[src/rtl/fp_mac_pkg.sv]
// Shared widths, FP constants and the dot-product sequencer state encoding
// for the fp_mac datapath.
package fp_mac_pkg;

   localparam int unsigned FP16_W = 16;
   localparam int unsigned FP32_W = 32;

   localparam logic [FP32_W-1:0] FP32_ZERO = 32'h0000_0000;
   localparam logic [FP32_W-1:0] FP32_ONE  = 32'h3F80_0000;

   typedef enum logic [1:0] {
      IDLE,
      ISSUE,
      WAIT,
      DONE
   } dot_state_t;

endpackage

[src/rtl/fp_dot_seq.sv]
// Sequences FP16 operand pairs through an external fp_mac, feeding each Y back
// as the next C, and presents the final FP32 accumulator on a valid/ready port.
module fp_dot_seq
   import fp_mac_pkg::*;
#(
   parameter int unsigned MAC_LAT = 2,
   parameter int unsigned LEN_W   = 8
) (
   input  logic              clk,
   input  logic              reset,
   input  logic              start,
   input  logic [LEN_W-1:0]  len,
   input  logic [FP32_W-1:0] bias,
   output logic              busy,
   input  logic              in_valid,
   output logic              in_ready,
   input  logic [FP16_W-1:0] in_a,
   input  logic [FP16_W-1:0] in_b,
   output logic [FP16_W-1:0] mac_a,
   output logic [FP16_W-1:0] mac_b,
   output logic [FP32_W-1:0] mac_c,
   input  logic [FP32_W-1:0] mac_y,
   output logic              out_valid,
   input  logic              out_ready,
   output logic [FP32_W-1:0] out_y
);

   localparam int unsigned CNT_W = (MAC_LAT > 1) ? $clog2(MAC_LAT) : 1;
   localparam logic [CNT_W-1:0] LAT_LAST = CNT_W'(MAC_LAT - 1);

   dot_state_t        state;
   logic [FP32_W-1:0] acc;
   logic [LEN_W-1:0]  rem;
   logic [CNT_W-1:0]  lat_cnt;

   // Handshake qualifiers are pure state decodes so ready never depends on valid.
   assign busy      = (state != IDLE);
   assign in_ready  = (state == ISSUE);
   assign out_valid = (state == DONE);
   assign out_y     = acc;

   always_ff @(posedge clk) begin
      if (reset) begin
         state   <= IDLE;
         acc     <= FP32_ZERO;
         rem     <= '0;
         lat_cnt <= '0;
         mac_a   <= '0;
         mac_b   <= '0;
         mac_c   <= FP32_ZERO;
      end else begin
         case (state)
            IDLE: begin
               if (start) begin
                  acc   <= bias;
                  rem   <= len;
                  state <= (len == '0) ? DONE : ISSUE;
               end
            end
            ISSUE: begin
               if (in_valid) begin
                  mac_a   <= in_a;
                  mac_b   <= in_b;
                  mac_c   <= acc;
                  lat_cnt <= '0;
                  rem     <= rem - LEN_W'(1);
                  state   <= WAIT;
               end
            end
            WAIT: begin
               lat_cnt <= lat_cnt + CNT_W'(1);
               // Last latency cycle: fp_mac Y now holds the issued pair's result.
               if (lat_cnt == LAT_LAST) begin
                  acc   <= mac_y;
                  state <= (rem == '0) ? DONE : ISSUE;
               end
            end
            DONE: begin
               if (out_ready) begin
                  state <= IDLE;
               end
            end
            default: state <= IDLE;
         endcase
      end
   end

endmodule

[config.mk]
export PLATFORM = sky130hd
export DESIGN_NAME = fp_dot_seq
export DESIGN_NICKNAME = d
export VERILOG_FILES = /design/src/rtl/fp_mac_pkg.sv /design/src/rtl/fp_dot_seq.sv
export SDC_FILE = /design/constraint.sdc
export NUM_CORES = 1
export LEC_CHECK = 0
export CORE_ASPECT_RATIO = 1.75
export CORE_MARGIN = 3
export CORE_UTILIZATION = 45
export CTS_BUF_LIST = sky130_fd_sc_hd__clkbuf_8
export CTS_CLUSTER_SIZE = 14
export DETAILED_ROUTE_END_ITERATION = 10
export PLACE_DENSITY = 0.87
export SYNTH_ARGS = -nofsm -noshare
export SYNTH_HDL_FRONTEND = slang
export SYNTH_SLANG_ARGS = --single-unit
export TNS_END_PERCENT = 10
[constraint.sdc]
create_clock -name clk -period 3 [get_ports clk]
set_clock_uncertainty 0.1 [all_clocks]
set_input_delay 0.6 -clock clk [delete_from_list [all_inputs] [get_ports clk]]
set_output_delay 0.6 -clock clk [all_outputs]
set_load 0.01 [all_outputs]
==> results of run 1 <==
==> metrics by stage <==
step	cell area (um^2)	setup WS, ns
floorplan	4390	1.42
global placement	6480	0.757
detailed placement	6480	0.650
CTS	6690	0.301
global route	6690	0.175
finish	6690	0.322
==> power groups by stage <==
| stage | Combinational (mW) | Sequential, mW | Clock, mW |
|---|---|---|---|
| 6_report | 0.759 | 1.60 | 0.919 |
| 5_1_grt | 0.824 | 1.61 | 0.996 |
| 4_1_cts | 0.763 | 1.60 | 0.945 |
| 3_5_place_dp | 0.759 | 1.63 | 0 |
| 3_3_place_gp | 0.738 | 1.63 | 0 |
| 2_1_floorplan | 0.350 | 1.65 | 0 |
==> cell families after synthesis <==
family,after synthesis,synth area share [%]
xor gates and xnor gates,1,0.199
AOI/OAI and AO/OA,128,18.0
DFF,107,48.8
and+or+nand+nor,198,19.2
adders and majority gates,2,0.570
buffers and inverters,44,5.81
muxes,33,7.52
==> flip-flops by register name, indices dropped and copies added (netlist names) <==
| signal | flops |
|---|---|
| lat_cnt | 1 |
| rem | 8 |
| mac_c | 32 |
| out_y | 32 |
| mac_a | 16 |
| state | 2 |
| mac_b | 16 |
==> worst min-delay path: stages, from the launching register on <==
cell and delay, ns:
dfxtp_1 0.32, nand2_1 0.05, a21oi_1 0.05
==> worst max path at each step <==
stage	from	to	slack (ns)	depth (start not counted)
2_1_floorplan	state[0]	busy	1.42	3
3_3_place_gp	state[1]	in_ready	0.76	3
3_5_place_dp	in_valid	mac_a[15]	0.65	5
4_1_cts	state[1]	in_ready	0.30	3
5_1_grt	state[1]	in_ready	0.18	3
6_report	state[1]	in_ready	0.32	3
==> cells in the mapped netlist, drive strengths merged <==
| cell | number |
|---|---|
| nand2b | 5 |
| or4 | 1 |
| o21ai | 1 |
| o21ba | 1 |
| a21boi | 1 |
| buf | 22 |
| and2 | 1 |
| a41o | 1 |
| and3b | 1 |
| nor2 | 42 |
| nor4bb | 1 |
| ha | 2 |
| o31ai | 1 |
| nand2 | 133 |
| nand3b | 1 |
| a21oi | 77 |
| mux2i | 33 |
| a211oi | 36 |
| nor3 | 4 |
| o41ai | 1 |
| clkbuf | 17 |
| o221ai | 1 |
| o211ai | 2 |
| nor4 | 2 |
| xor2 | 1 |
| nand3 | 2 |
| dfxtp | 107 |
| or2 | 1 |
| nor4b | 1 |
| o21a | 1 |
| nor2b | 1 |
| a21o | 2 |
| nor3b | 1 |
| a31oi | 1 |
| inv | 5 |
| and3 | 1 |
| o32ai | 1 |
| a221oi | 1 |
==> layer usage <==
layer  up-vias  part of all wire (%)
met5         -                     0
met4         0                   3.2
met3        25                   7.4
met2       182                    54
met1      1919                    36
li1       2118                     -
==> layout make-up <==
cell class / count / area [um^2] / area share [%]
clock buffer: 11 / 151 / 2.26
clock inverter: 5 / 60.1 / 0.898
inverter: 5 / 18.8 / 0.281
multi-input combinational: 362 / 2000 / 30.0
sequential: 107 / 2140 / 32.0
tap: 122 / 153 / 2.28
timing repair buffer: 214 / 2160 / 32.3
==> cells in the final DEF, fill, tap and decap left out, types with 2 or more instances in the layout <==
cell | netlist | layout
inv_6 | 0 | 2
clkdlybuf4s50_1 | 0 | 206
nand2b_1 | 4 | 4
ha_1 | 2 | 2
nand3_1 | 2 | 2
buf_4 | 3 | 5
a21oi_1 | 76 | 76
o211ai_1 | 2 | 2
inv_1 | 4 | 5
a21o_1 | 2 | 2
nor2_1 | 41 | 41
buf_12 | 0 | 3
dfxtp_1 | 107 | 107
a211oi_1 | 36 | 36
nand2_1 | 132 | 132
nor3_1 | 4 | 4
mux2i_1 | 33 | 33
clkbuf_8 | 3 | 11
==> reports/qor.yml, run 1 <==
power:
  p_sw_share_pct: 27.7
  p_seq_share_pct: 48.8
  cellPowerDensity_nw_per_um2: 490
  finalPower_mw: 3.28
  clkPwrFrac_pct: 28.0
  p_int_mw: 2.37
  combinationalPowerShare_pct: 23.1
  p_leak_nw: 2.31
  power.switching_mw: 0.908
  peakVddDrop_mv: 0.350
sta:
  maxSlewHeadroom_pct: 59.7
  whs_ns: 0.359
  rsz0062_at_grt: "false"
  fin_crit_sh_pct: 89.3
  maxSlewViolCount: 0
  final_hold_viol_count: 0
  fmax_ghz: 0.373
  timing.setup.tns_ns: 0
  setup_viol: 0
  worst_slew_pin_slew_ns: 0.604
  fin_crit_ns: 2.68
worst_setup_path:
  start_kind: "flip-flop"
  slowest_delay_ns: 0.59
  rrSetupSlack_ns: 0.78
  worstPathMaxFanout: 13
  r2r_end: "mac_a[14]"
  critical_path_buf_inv_count: 2
  critical_path_arrival_ns: 1.98
  timing.rr.start: "state[1]"
  reg2regPathDepth: 6
  critPathSlowestCell: "dfxtp_1"
  crit_required_ns: 2.30
  path_class: "reg -> out"
  critPathCaptureType: "output pin"
  cp_top_family: "buffers and inverters"
  crit_chain: "nand2b_1 > inv_2 > clkdlybuf4s50_1"
routing:
  ant_nets: 0
  vias: 4244
  detail_route.vias_per_cell: 5.14
  totalWireLength_um: 12600
  route.detailed.drc: 0
  wl_per_cell_um: 15.3
  first_pass_iters: 5
  drt_iter0_drc: 231
synthesis:
  synth_cells: 513
  synth_area_leader_cell: "dfxtp_1"
  netlist_area_um2: 4390
  synth_top_area_share_pct: 48.8
  synth.avg_cell_area_um2: 8.56
  ys_ff_latch: 107
  seq_area_frac_synth_pct: 48.8
  synth_warnings: 0
  yosys-top-cells-area: "dfxtp_1, nand2_1, a21oi_1, mux2i_1, a211oi_1"
  synth_fp_nets: 624
  ys_types: 47
layout:
  syn2layout_area_growth_pct: 52.3
  antenna_cells: 0
  final-instance-count-excl-fill: 826
  fin_util_pct: 70.6
  fillCellCount: 722
  final_nets: 810
  drive_gt1_share_pct: 4.97
clock_tree:
  postCtsSetupBuffers: 0
  insertion_delay_ns: 0.37
  numCtsBuffers: 9
  root_buffer: "clkbuf_8"
  htreeDepth: 3
  cts_tree: "yes"
  cts_sinks: 107
  cts.clk_slew.worst_paths_ns: 0.09
  cts_resized: 0
  hold_buffers: 0
  cts_buffer_depth: 2
floorplan:
  num_rows: 47
  fp.coreArea_um2: 9470
  io_pins: 208
  die_y_um: 137
  dieArea_um2: 11000
  die_w_um: 80.7
  start_util_pct: 46.4
min_path:
  holdPathEnd: "mac_a[2]"
  hold_class: "reg -> reg"
  min-delay-start: "mac_a[2]"
  holdPathStages: 2
outcome:
  status: "finished, final reports clean"
global_route:
  grt_use_met1_pct: 23.9
  grt_util_all_layers_pct: 22.3
  antenna_found_initial: 0
  use_met2_pct: 40.9
  use_met3_pct: 5.34
  grt-ovfl-total: 0
  grt_max_degree: 65
  grt_pass1_wl_um: 19300
  grt_pass1_vias: 4047
  top_usage_layer: "met2"
placed_design:
  routabilityCongestion: 0.914
  hpwl_um: 9480
  dp_cells: 810
  io_buffers: 207
flow_run:
  maxCapViolCount: 0
No activity file was read; power rests on OpenSTA's default activity.
==> inputs of run 2 (changes only) <==
Settings changed: CTS_CLUSTER_DIAMETER from default to 60, REMOVE_ABC_BUFFERS from default to 1.
==> reports/qor.yml, run 2 (same netlist as run 1, synthesis figures left out) <==
worst_setup_path:
  worstPathMaxFanout: 13  # unchanged
  start_kind: "flip-flop"  # unchanged
  r2r_end: "mac_c[23]"  # was mac_a[14]
  critPathSlowestCell: "dfxtp_1"  # unchanged
  crit_required_ns: 2.30  # about the same
  crit_chain: "nand2b_1 > inv_2 > clkdlybuf4s50_1"  # unchanged
  rrSetupSlack_ns: 0.71  # was 0.78 ns
  path_class: "reg -> out"  # unchanged
  critical_path_arrival_ns: 2.01  # was 1.98 ns
  timing.rr.start: "state[1]"  # unchanged
  slowest_delay_ns: 0.62  # was 0.59 ns
  critPathCaptureType: "output pin"  # unchanged
  reg2regPathDepth: 6  # unchanged
clock_tree:
  cts_resized: 0  # unchanged
  cts.clk_slew.worst_paths_ns: 0.10  # was 0.09 ns
  cts_buffer_depth: 2  # unchanged
  numCtsBuffers: 9  # unchanged
  htreeDepth: 3  # unchanged
  insertion_delay_ns: 0.37  # about the same
  hold_buffers: 0  # unchanged
  cts_sinks: 107  # unchanged
  cts_tree: "yes"  # unchanged
  postCtsSetupBuffers: 0  # unchanged
  root_buffer: "clkbuf_8"  # unchanged
routing:
  detail_route.vias_per_cell: 5.23  # was 5.14
  route.detailed.drc: 0  # unchanged
  first_pass_iters: 4  # was 5
  drt_iter0_drc: 207  # was 231
  wl_per_cell_um: 16.3  # was 15.3 um
  vias: 4321  # was 4244
  ant_nets: 0  # unchanged
  totalWireLength_um: 13500  # was 12600 um
layout:
  fin_util_pct: 70.5  # was 70.6%
  final-instance-count-excl-fill: 826  # unchanged
  final_cell_mix: "clkdlybuf4s50_1, nand2_1, dfxtp_1, a21oi_1, nor2_1"  # unchanged
  antenna_cells: 0  # unchanged
  syn2layout_area_growth_pct: 52.0  # was 52.3%
  final_nets: 810  # unchanged
  mostFrequentLayoutCell: "clkdlybuf4s50_1"  # unchanged
  drive_gt1_share_pct: 4.97  # unchanged
floorplan:
  die_y_um: 137  # unchanged
  io_pins: 208  # unchanged
  dieArea_um2: 11000  # unchanged
  fp.coreArea_um2: 9470  # unchanged
  die_w_um: 80.7  # unchanged
  start_util_pct: 46.4  # unchanged
  num_rows: 47  # unchanged
global_route:
  grt_max_degree: 67  # was 65
  grt_pass1_vias: 4308  # was 4047
  grt_util_all_layers_pct: 24.1  # was 22.3%
  grt-ovfl-total: 0  # unchanged
  grt_pass1_wl_um: 20400  # was 19300 um
  antenna_found_initial: 0  # unchanged
power:
  peakVddDrop_mv: 0.317  # was 0.350 mV
  cellPowerDensity_nw_per_um2: 491  # was 490 nW/um^2
  p_leak_nw: 2.31  # about the same
sta:
  fmax_ghz: 0.369  # was 0.373 GHz
  maxSlewViolCount: 0  # unchanged
  final_hold_viol_count: 0  # unchanged
  worst_slew_pin_slew_ns: 0.675  # was 0.604 ns
  fin_crit_ns: 2.71  # was 2.68 ns
  whs_ns: 0.359  # about the same
  layout_setup_ws_ns: 0.293  # was 0.322 ns
  rsz0062_at_grt: "false"  # unchanged
  maxSlewHeadroom_pct: 55.0  # was 59.7%
  fin_crit_sh_pct: 90.2  # was 89.3%
  setup_viol: 0  # unchanged
min_path:
  min-delay-start: "mac_c[24]"  # was mac_a[2]
  hold_class: "reg -> reg"  # unchanged
  holdPathStages: 2  # unchanged
  holdPathEnd: "mac_c[24]"  # was mac_a[2]
placed_design:
  hpwl_um: 10100  # was 9480 um
  routabilityCongestion: 0.804  # was 0.914
  dp_slack_ns: 0.609  # was 0.650 ns
  io_buffers: 207  # unchanged
  dp_cells: 810  # unchanged
outcome:
  status: "finished, final reports clean"  # unchanged
flow_run:
  maxCapViolCount: 0  # unchanged
-- run 2: how the worst max path moves through the flow --
stage                         from  endpoint  cells after the start
after floorplan           state[1]  out_y[0]                      3
after global routing      state[1]  in_ready                      3
after CTS                 state[1]  in_ready                      3
after global placement    in_valid   lat_cnt                      6
final                     state[1]  in_ready                      3
after detailed placement     start  out_y[9]                      6
-- run 2: layout make-up --
class	count	area, um^2
repair buffers	214	2160
fillers	744	2790
well taps	122	153
flip-flops and latches	107	2140
inverters	5	18.8
clock buffers	10	138
multi-input cells	362	2000
clock inverters	6	63.8
-- run 2: stage by stage --
stage / TNS, ns / instance area [um^2] / power, mW
6_report: 0 / 6680 / 3.28
5_1_grt: 0 / 6680 / 3.42
4_1_cts: 0 / 6680 / 3.30
3_5_place_dp: 0 / 6480 / 2.40
3_3_place_gp: 0 / 6480 / 2.37
2_1_floorplan: -12.02 / 4160 / 1.95
-- run 2: where the power goes --
group,internal [mW],switching [mW]
logic,0.416,0.350
registers,1.52,0.0873
clock network,0.412,0.493
total,2.35,0.931
-- run 2: layer usage --
| metal | track usage [%] | share of wire, % | up-vias |
|---|---|---|---|
| met5 | 0 | 0 | - |
| met3 | 7.38 | 6.4 | 41 |
| met1 | 24.9 | 35 | 2008 |
| met4 | 11.6 | 4.2 | 0 |
| li1 | - | - | 2112 |
| met2 | 43.4 | 54 | 160 |
-- run 2: worst max-delay path, delay by kind of cell, from the launching register on --
kind	cells	cell delay, ns
simple gates	1	0.37
buf+inv	2	0.64
flops	1	0.62
==> inputs of run 3 (changes only) <==
Settings changed: ABC_AREA from default to 1, PLACE_DENSITY 0.87 to 0.86.
==> reports/qor.yml, run 3 <==
sta:
  setup_viol: 0  # unchanged
  fin_crit_ns: 2.38  # was 2.71 ns
  maxSlewViolCount: 0  # unchanged
  worst_slew_pin_slew_ns: 1.14  # was 0.675 ns
  fin_crit_sh_pct: 79.2  # was 90.2%
  timing.setup.tns_ns: 0  # unchanged
  maxSlewHeadroom_pct: 24.0  # was 55.0%
  fmax_ghz: 0.421  # was 0.369 GHz
  final_hold_viol_count: 0  # unchanged
  rsz0062_at_grt: "false"  # unchanged
min_path:
  hold_class: "reg -> reg"  # unchanged
routing:
  wl_per_cell_um: 15.7  # was 16.3 um
  first_pass_iters: 5  # was 4
  totalWireLength_um: 15100  # was 13500 um
  detail_route.vias_per_cell: 5.33  # was 5.23
  drt_iter0_drc: 221  # was 207
  vias: 5137  # was 4321
  route.detailed.drc: 0  # unchanged
  ant_nets: 0  # unchanged
global_route:
  grt_util_all_layers_pct: 25.5  # was 24.1%
  grt_pass1_wl_um: 22900  # was 20400 um
  grt_pass1_vias: 4875  # was 4308
  grt-ovfl-total: 0  # unchanged
  antenna_found_initial: 0  # unchanged
  grt_max_degree: 72  # was 67
worst_setup_path:
  path_class: "reg -> out"  # unchanged
  reg2regPathDepth: 6  # unchanged
  r2r_end: "out_y[15]"  # was mac_c[23]
  crit_required_ns: 2.30  # about the same
  rrSetupSlack_ns: 0.70  # was 0.71 ns
  crit_start: "state[0]"  # was state[1]
  cp_top_family: "buffers and inverters"  # unchanged
  start_kind: "flip-flop"  # unchanged
  worstPathMaxFanout: 8  # was 13
  cp_num_cells: 3  # unchanged
  critPathCaptureType: "output pin"  # unchanged
  cp-endpoint: "in_ready"  # unchanged
  timing.rr.start: "state[0]"  # was state[1]
  critical_path_arrival_ns: 1.68  # was 2.01 ns
  critPathSlowestCell: "clkdlybuf4s50_1"  # was dfxtp_1
  critical_path_buf_inv_count: 2  # unchanged
  crit_chain: "inv_2 > nor2_4 > clkdlybuf4s50_1"  # was nand2b_1 > inv_2 > clkdlybuf4s50_1
  slowest_delay_ns: 0.57  # was 0.62 ns
flow_run:
  maxCapViolCount: 0  # unchanged
layout:
  final_cell_mix: "nand2_1, clkdlybuf4s50_1, a21oi_1, nand3_1, dfxtp_1"  # was clkdlybuf4s50_1, nand2_1, dfxtp_1, a21oi_1, nor2_1
  drive_gt1_share_pct: 4.06  # was 4.97%
  fin_util_pct: 69.0  # was 70.5%
  syn2layout_area_growth_pct: 48.6  # was 52.0%
  antenna_cells: 0  # unchanged
  final_nets: 944  # was 810
  mostFrequentLayoutCell: "nand2_1"  # was clkdlybuf4s50_1
  fillCellCount: 832  # was 744
  stdcell_area_um2: 6880  # was 6680 um^2
synthesis:
  synth_most_common_cell: "nand2_1"  # unchanged
  synth.avg_cell_area_um2: 7.03  # was 8.56 um^2
  seq_area_frac_synth_pct: 46.3  # was 48.8%
  ys_ff_latch: 107  # unchanged
  synth_area_leader_cell: "dfxtp_1"  # unchanged
  ys_types: 21  # was 47
  synth_enable_flop_cells: 0  # unchanged
  async_flop_share_pct: 0  # unchanged
  ys.flop_type: "dfxtp_1"  # unchanged
  synth_warnings: 0  # unchanged
  synth_top_area_share_pct: 46.3  # was 48.8%
  synth_cells: 658  # was 513
  netlist_area_um2: 4630  # was 4390 um^2
  yosys-top-cells-area: "dfxtp_1, nand2_1, a21oi_1, nand3_1, buf_2"  # was dfxtp_1, nand2_1, a21oi_1, mux2i_1, a211oi_1
  synth.top_cells.by_count: "nand2_1, a21oi_1, nand3_1"  # was nand2_1, dfxtp_1, a21oi_1
power:
  p_seq_share_pct: 35.6  # was 49.0%
  finalPower_mw: 5.68  # was 3.28 mW
  peakVddDrop_mv: 0.691  # was 0.317 mV
  power.switching_mw: 2.41  # was 0.931 mW
  cellPowerDensity_nw_per_um2: 825  # was 491 nW/um^2
  clkPwrFrac_pct: 15.8  # was 27.6%
  p_int_mw: 3.27  # was 2.35 mW
  p_leak_nw: 2.61  # was 2.31 nW
  p_sw_share_pct: 42.5  # was 28.4%
  combinationalPowerShare_pct: 48.7  # was 23.4%
floorplan:
  num_rows: 48  # was 47
  die_y_um: 140  # was 137 um
  fp.coreArea_um2: 9970  # was 9470 um^2
  io_pins: 208  # unchanged
  start_util_pct: 46.4  # about the same
  die_w_um: 82.7  # was 80.7 um
  dieArea_um2: 11600  # was 11000 um^2
clock_tree:
  htreeDepth: 3  # unchanged
  numCtsBuffers: 9  # unchanged
  cts_resized: 0  # unchanged
  cts_buffer_depth: 2  # unchanged
  hold_buffers: 0  # unchanged
  cts_sinks: 107  # unchanged
  root_buffer: "clkbuf_8"  # unchanged
  cts.clk_slew.worst_paths_ns: 0.09  # was 0.10 ns
  insertion_delay_ns: 0.38  # was 0.37 ns
  cts_tree: "yes"  # unchanged
  postCtsSetupBuffers: 0  # unchanged
outcome:
  status: "finished, final reports clean"  # unchanged
placed_design:
  hpwl_um: 10900  # was 10100 um
  dpl_cell_area_um2: 6680  # was 6480 um^2
  routabilityCongestion: 0.818  # was 0.804
  io_buffers: 207  # unchanged
## run 3: logic make-up (layout without fill, tap and decap cells)
logic type / after synthesis / after routing / synth area share [%]
buffers and inverters: 75 / 255 / 7.35
AND/OR/NAND/NOR: 349 / 349 / 32.1
AO/OA/AOI/OAI: 123 / 123 / 13.4
flip-flops: 107 / 107 / 46.3
adder cells (fa/ha/maj): 2 / 2 / 0.541
XOR/XNOR: 2 / 2 / 0.379
## run 3: worst min path at each step
stage	startpoint	endpoint	slack (ns)	cells past startpoint
2_1_floorplan	rem[7]	rem[7]	0.35	2
3_3_place_gp	mac_c[28]	mac_c[28]	0.35	2
3_5_place_dp	mac_c[23]	mac_c[23]	0.35	2
4_1_cts	mac_c[29]	mac_c[29]	0.37	2
5_1_grt	mac_c[29]	mac_c[29]	0.38	2
6_report	mac_c[20]	mac_c[20]	0.36	2
## run 3: cell type report
class	count	area (um^2)	share of cell area (%)
multi-input combinational	476	2150	31.3
tap	125	156	2.27
inverter	24	90.1	1.31
timing repair buffer	215	2140	31.1
clock inverter	7	76.3	1.11
clock buffer	9	124	1.80
sequential	107	2140	31.1
## run 3: worst register-to-register path: stages, from the launching register on
cell     delay [ns]
dfxtp_1        0.55
nor2_4         0.17
inv_1          0.86
nand2_1        0.17
nand2_1        0.15
nand3_1        0.09
a21oi_1        0.16
## run 3: per-stage QoR
step | setup WS (ns) | hold WS [ns] | std cells
after floorplan | -1.20 | 0.349 | 607
after global placement | 0.537 | 0.347 | 947
final | 0.623 | 0.364 | 963
after detailed placement | 0.438 | 0.354 | 947
after CTS | 0.599 | 0.367 | 963
after global routing | 0.477 | 0.381 | 963
## run 3: per-layer routing
layer | vias up | GRT usage, % | share of wire (%)
met4 | 0 | 12.5 | 4.2
met1 | 2372 | 26.3 | 34
li1 | 2504 | - | -
met5 | - | 0 | 0
met2 | 210 | 46.8 | 54
met3 | 51 | 4.95 | 7.0
## run 3: power groups by stage
stage | Clock (mW) | Combinational [mW] | Sequential, mW
after floorplan | 0 | 1.40 | 2.11
after global placement | 0 | 2.68 | 2.03
after detailed placement | 0 | 2.77 | 2.05
after CTS | 0.911 | 2.78 | 2.02
after global routing | 0.967 | 3.03 | 2.06
final | 0.894 | 2.76 | 2.02
